### src/rtl/bus_rr_router_arbiter_if.sv
// Bus bundle between the router/arbiter and its FIFO-backed agents.
// The slave modport is the router's view; master is the agents' view.
interface bus_rr_router_arbiter_if #(
  parameter int unsigned drvrs   = 4,
  parameter int unsigned pckg_sz = 16
);
  logic [drvrs-1:0]         pndng;
  logic [drvrs*pckg_sz-1:0] D_pop;
  logic [drvrs-1:0]         full;
  logic [drvrs-1:0]         pop;
  logic [drvrs-1:0]         push;
  logic [pckg_sz-1:0]       D_push;
  logic                     busy;
  logic                     err;

  modport master (
    output pndng, D_pop, full,
    input  pop, push, D_push, busy, err
  );

  modport slave (
    input  pndng, D_pop, full,
    output pop, push, D_push, busy, err
  );
endinterface

### src/rtl/bus_rr_router_arbiter.sv
// Packet router: grants one agent (round-robin or fixed priority), pops its packet and pushes it
// to the decoded destination or to all other agents on broadcast. Option macro: BUS_ARB_TIMEOUT_EN.
module bus_rr_router_arbiter #(
  parameter int unsigned     drvrs     = 4,
  parameter int unsigned     pckg_sz   = 16,
  parameter int unsigned     ID_W      = 8,
  parameter logic [ID_W-1:0] broadcast = 8'hFF,
  parameter int unsigned     ARB_MODE  = 0,
  parameter int unsigned     TIMEOUT   = 16
) (
  input logic                    clk,
  input logic                    reset,
  bus_rr_router_arbiter_if.slave bus
);
  localparam int unsigned      GW  = (drvrs > 1) ? $clog2(drvrs) : 1;
  localparam logic [drvrs-1:0] ONE = {{(drvrs-1){1'b0}}, 1'b1};

  typedef enum logic [1:0] {IDLE, POP, CHECK, PUSH} state_t;

  state_t             state_q, state_d;
  logic [GW-1:0]      src_q, src_d;
  logic [GW-1:0]      rr_q, rr_d;
  logic [GW-1:0]      arb_grant, arb_idx;
  logic [pckg_sz-1:0] pkt_q, pkt_d;
  logic [pckg_sz-1:0] dpush_q, dpush_d;
  logic [drvrs-1:0]   pop_q, pop_d;
  logic [drvrs-1:0]   push_q, push_d;
  logic               err_q, err_d;
  logic [ID_W-1:0]    dest;
  logic               dest_uni, dest_bc, blocked;
  logic [drvrs-1:0]   src_mask, mask;
`ifdef BUS_ARB_TIMEOUT_EN
  logic [31:0]        cnt_q, cnt_d;
`endif

  // Later assignments override earlier ones, so each loop walks from lowest to highest priority.
  always_comb begin
    arb_grant = '0;
    arb_idx   = '0;
    if (ARB_MODE == 1) begin
      for (int i = int'(drvrs) - 1; i >= 0; i--) begin
        arb_idx = GW'(i);
        if (bus.pndng[arb_idx]) arb_grant = arb_idx;
      end
    end else begin
      for (int k = int'(drvrs); k >= 1; k--) begin
        arb_idx = GW'((int'(rr_q) + k) % int'(drvrs));
        if (bus.pndng[arb_idx]) arb_grant = arb_idx;
      end
    end
  end

  always_comb begin
    dest     = pkt_q[pckg_sz-1 -: ID_W];
    dest_uni = (32'(dest) < drvrs);
    dest_bc  = (dest == broadcast);
    src_mask = ONE << src_q;
    mask     = '0;
    if (dest_uni)     mask = ONE << dest;
    else if (dest_bc) mask = ~src_mask;
    blocked  = |(mask & bus.full);
  end

  always_comb begin
    state_d = state_q;
    src_d   = src_q;
    rr_d    = rr_q;
    pkt_d   = pkt_q;
    dpush_d = dpush_q;
    pop_d   = '0;
    push_d  = '0;
    err_d   = 1'b0;
`ifdef BUS_ARB_TIMEOUT_EN
    cnt_d   = cnt_q;
`endif
    case (state_q)
      IDLE: begin
        if (|bus.pndng) begin
          src_d   = arb_grant;
          pop_d   = ONE << arb_grant;
          state_d = POP;
        end
      end
      POP: begin
        pkt_d   = pckg_sz'(bus.D_pop >> (32'(src_q) * pckg_sz));
        state_d = CHECK;
`ifdef BUS_ARB_TIMEOUT_EN
        cnt_d   = '0;
`endif
      end
      CHECK: begin
        // Broadcast is all-or-nothing: any full target in the mask holds the whole packet.
        if (!dest_uni && !dest_bc) begin
          err_d   = 1'b1;
          rr_d    = src_q;
          state_d = IDLE;
        end else if (!blocked) begin
          push_d  = mask;
          dpush_d = pkt_q;
          state_d = PUSH;
        end
`ifdef BUS_ARB_TIMEOUT_EN
        else if (cnt_q + 32'd1 >= TIMEOUT) begin
          err_d   = 1'b1;
          rr_d    = src_q;
          state_d = IDLE;
        end else begin
          cnt_d   = cnt_q + 32'd1;
        end
`endif
      end
      PUSH: begin
        rr_d    = src_q;
        state_d = IDLE;
      end
      default: state_d = IDLE;
    endcase
  end

  // Reset drops any in-flight packet silently; the pointer restart makes agent 0 first in line.
  always_ff @(posedge clk) begin
    if (reset) begin
      state_q <= IDLE;
      src_q   <= '0;
      rr_q    <= GW'(drvrs - 1);
      pkt_q   <= '0;
      dpush_q <= '0;
      pop_q   <= '0;
      push_q  <= '0;
      err_q   <= 1'b0;
`ifdef BUS_ARB_TIMEOUT_EN
      cnt_q   <= '0;
`endif
    end else begin
      state_q <= state_d;
      src_q   <= src_d;
      rr_q    <= rr_d;
      pkt_q   <= pkt_d;
      dpush_q <= dpush_d;
      pop_q   <= pop_d;
      push_q  <= push_d;
      err_q   <= err_d;
`ifdef BUS_ARB_TIMEOUT_EN
      cnt_q   <= cnt_d;
`endif
    end
  end

  assign bus.pop    = pop_q;
  assign bus.push   = push_q;
  assign bus.D_push = dpush_q;
  assign bus.err    = err_q;
  assign bus.busy   = (state_q != IDLE);
endmodule

### src/flat_wrapper.sv
// flat-port wrapper written by rule: the top's interface ports become plain ports
module bus_rr_router_arbiter_flat 
#(
  parameter int unsigned     drvrs     = 4,
  parameter int unsigned     pckg_sz   = 16,
  parameter int unsigned     ID_W      = 8,
  parameter logic [ID_W-1:0] broadcast = 8'hFF,
  parameter int unsigned     ARB_MODE  = 0,
  parameter int unsigned     TIMEOUT   = 16
)
  (clk, reset, bus_pndng, bus_D_pop, bus_full, bus_pop, bus_push, bus_D_push, bus_busy, bus_err);
  bus_rr_router_arbiter_if #(.drvrs(drvrs), .pckg_sz(pckg_sz)) bus_i ();
  input logic clk;
  input logic reset;
  input wire logic [$bits(bus_i.pndng)-1:0] bus_pndng;
  input wire logic [$bits(bus_i.D_pop)-1:0] bus_D_pop;
  input wire logic [$bits(bus_i.full)-1:0] bus_full;
  output wire logic [$bits(bus_i.pop)-1:0] bus_pop;
  output wire logic [$bits(bus_i.push)-1:0] bus_push;
  output wire logic [$bits(bus_i.D_push)-1:0] bus_D_push;
  output wire logic [$bits(bus_i.busy)-1:0] bus_busy;
  output wire logic [$bits(bus_i.err)-1:0] bus_err;
  assign bus_i.pndng = bus_pndng;
  assign bus_i.D_pop = bus_D_pop;
  assign bus_i.full = bus_full;
  assign bus_pop = bus_i.pop;
  assign bus_push = bus_i.push;
  assign bus_D_push = bus_i.D_push;
  assign bus_busy = bus_i.busy;
  assign bus_err = bus_i.err;
  bus_rr_router_arbiter #(.drvrs(drvrs), .pckg_sz(pckg_sz), .ID_W(ID_W), .broadcast(broadcast), .ARB_MODE(ARB_MODE), .TIMEOUT(TIMEOUT)) u_core (.clk(clk), .reset(reset), .bus(bus_i));
endmodule
### config.mk
export PLATFORM = sky130hd
export DESIGN_NAME = bus_rr_router_arbiter_flat
export DESIGN_NICKNAME = d
export VERILOG_FILES = /design/src/rtl/bus_rr_router_arbiter_if.sv /design/src/rtl/bus_rr_router_arbiter.sv /design/src/flat_wrapper.sv
export SDC_FILE = /design/constraint.sdc
export NUM_CORES = 1
export LEC_CHECK = 0
export CAP_MARGIN = 30
export CORE_ASPECT_RATIO = 1.4
export CORE_MARGIN = 5
export CORE_UTILIZATION = 38
export CTS_CLUSTER_DIAMETER = 30
export DETAILED_ROUTE_END_ITERATION = 6
export GPL_ROUTABILITY_DRIVEN = 0
export PLACE_DENSITY = 0.76
export SLEW_MARGIN = 20
export SYNTH_ARGS = -nofsm -noshare
export SYNTH_HDL_FRONTEND = slang
export SYNTH_SLANG_ARGS = --single-unit
### constraint.sdc
create_clock -name clk -period 1.6 [get_ports clk]
set_clock_uncertainty 0.1 [all_clocks]
set_input_delay 0.24 -clock clk [delete_from_list [all_inputs] [get_ports clk]]
set_output_delay 0.24 -clock clk [all_outputs]
set_load 0.03 [all_outputs]
==> qor.yml <==
status: "finished with violations"
violations: "setup timing"
synth_fp_nets: 325
path_class: "flop to flop"
place_ws_ps: -449
slew_viol_final: 0
pwr_density_cell_nw_per_um2: 910
synth-seq-cells: 47
core_um2: 5900
syn-instance-count: 251
ir_drop_mv: 0.422
cts_tree: "done"
die_area_um2: 7790
ant_nets: 0
grt_first_pass_wirelength_mm: 11.1
maxCapViolCount: 0
drt_iter0_markers: 94
die_y_um: 102
synth.largest_area_cell: "dfxtp_1"
worst_slew_pin_slew_ps: 477
nets: 449
cts_buffer_depth: 2
setup_violations: 20
vias_per_cell: 5.26
fin_ws_ps: -95.2
hold_violations: 0
cts-root-buf: "clkbuf_8"
critPathRequiredTime_ps: 1730
final_common_cell: "clkdlybuf4s50_1"
die-width_um: 76.0
area_growth_pct: 61.8
port_buffers: 99
worstPathArrival_ps: 1830
end_kind: "flop"
h-tree-depth: 2
synth_area_um2: 2320
grt_max_degree: 21
grt_pass1_vias: 2469
grt_use_total_pct: 17.5
hp-class: "flop to flop"
drc: 0
layout_common_cells: "clkdlybuf4s50_1 (73), nand2_1 (65), dfxtp_1 (38)"
slew_headroom_pct: 68.2
synth_area_leaders: "dfxtp_1 (41%), mux4_2 (16%), nand2_1 (11%), mux2i_1 (8.2%), a21oi_1 (5.0%)"
leakagePower_uw: 0.00149
synth_cell_types: 35
clock.fmax_mhz: 590
yosysTopAreaCellShare_pct: 40.6
synth-seq-area-share_pct: 40.6
clk_latency_ps: 300
whs_ps: 356
wl_per_cell_um: 14.9
drive_gt1_share_pct: 22.1
period_needed_ps: 1700
dr.pass1.iters: 4
ios: 100
via_count: 2344
antenna_found_initial: 0
clock_sinks: 47
ys_warn_count: 0
dp_hpwl_mm: 5.18
total_power_uw: 3420
clkTransAtPathRegs_ps: 80
rsz0062_at_grt: "yes"
cp_max_fo: 5
startpoint_type: "flop"
finalCritPeriodShare_pct: 106
grt.overflow.total: 0
antennaDiodeCount: 0
rows: 33
start_util_pct: 39.3
syn_area_per_cell_um2: 9.24
routed_wl_mm: 6.64
cts_inserted_buffers: 5
[worst max-delay path, stage by stage, from the launching register on]
cell	delay, ps
dfxtp_4	400
mux2i_4	250
a2111oi_4	90
a21oi_2	180
buf_6	140
and4_4	270
mux2i_1	190
[where the power goes]
| group | internal [µW] | switching [µW] |
|---|---|---|
| Clock | 307 | 380 |
| Combinational | 714 | 631 |
| Sequential | 1290 | 96.2 |
[path summary, 6_finish.rpt]
check | cells past startpoint | startpoint | to | slack [ps]
min | 2 | u_core.bus.D_push[14] | u_core.bus.D_push[14] | 360
max reg2reg | 6 | u_core.src_q[0] | u_core.bus.D_push[9] | -100
max | 6 | u_core.src_q[0] | u_core.bus.D_push[9] | -100
min reg2reg | 2 | u_core.bus.D_push[14] | u_core.bus.D_push[14] | 360
[synthesized netlist by cell type, drive strengths merged]
cell	instances
a2111oi	1
a211oi	3
a21o	1
a21oi	24
a22oi	1
a32oi	1
a41oi	1
and2	1
and3	1
and4	1
buf	5
clkbuf	11
dfxtp	47
inv	8
mux2	1
mux2i	19
mux4	16
nand2	65
nand2b	4
nand3	5
nand4	5
nor2	15
nor2b	1
nor4	1
o21ai	6
o221ai	1
o22a	1
o22ai	2
o311ai	1
o41ai	1
or2	1
[logic make-up (layout without fill, tap and decap cells)]
logic type / count (synthesis) / after routing / synth area share (%)
AO/OA/AOI/OAI: 44 / 44 / 12.0
AND/OR/NAND/NOR: 100 / 101 / 18.6
flip-flops: 47 / 47 / 40.6
buffers and inverters: 24 / 148 / 4.64
multiplexers: 36 / 36 / 24.2
[what timing repair did]
| action | CTS | global route |
|---|---|---|
| hold buffers | 0 | 0 |
| gates resized for setup | 52 | 10 |
| setup buffers | 4 | 1 |
| setup endpoints to repair | 63 | 37 |
| gates cloned | 1 | 0 |
| pin swaps | 8 | 4 |
[sequential cells by signal, summed over array words and instances (netlist names)]
register           flops
u_core.bus.err         1
u_core.bus.D_push     16
u_core.pkt_q          16
u_core.bus.pop         4
u_core.src_q           2
u_core.state_q         2
u_core.rr_q            2
u_core.bus.push        4
[stage by stage]
step / setup TNS, ps / cells / utilization, % / instance area (µm²)
after CTS: -840 / 445 / 62.8 / 3710
final: -1200 / 446 / 63.6 / 3750
after global routing: -2980 / 446 / 63.6 / 3750
after floorplan: -635 / 251 / - / 2330
after global placement: -8600 / 432 / 59.8 / 3530
after detailed placement: -10410 / 432 / 59.8 / 3530
[per-layer routing]
metal	wire, µm	up-vias	global-route usage [%]
met5	0	-	0
met2	3420	104	33.2
met3	563	10	5.47
li1	-	1139	-
met4	122	0	5.62
met1	2530	1091	18.2
[layout make-up]
class	instances	area, µm²
clock buffer	7	76.3
clock inverter	1	5.00
fill	492	2150
inverter	8	30.0
multi-input combinational	181	1380
sequential	47	957
tap	70	87.6
timing repair buffer	132	1220
Power figures use the tool's default switching activity.
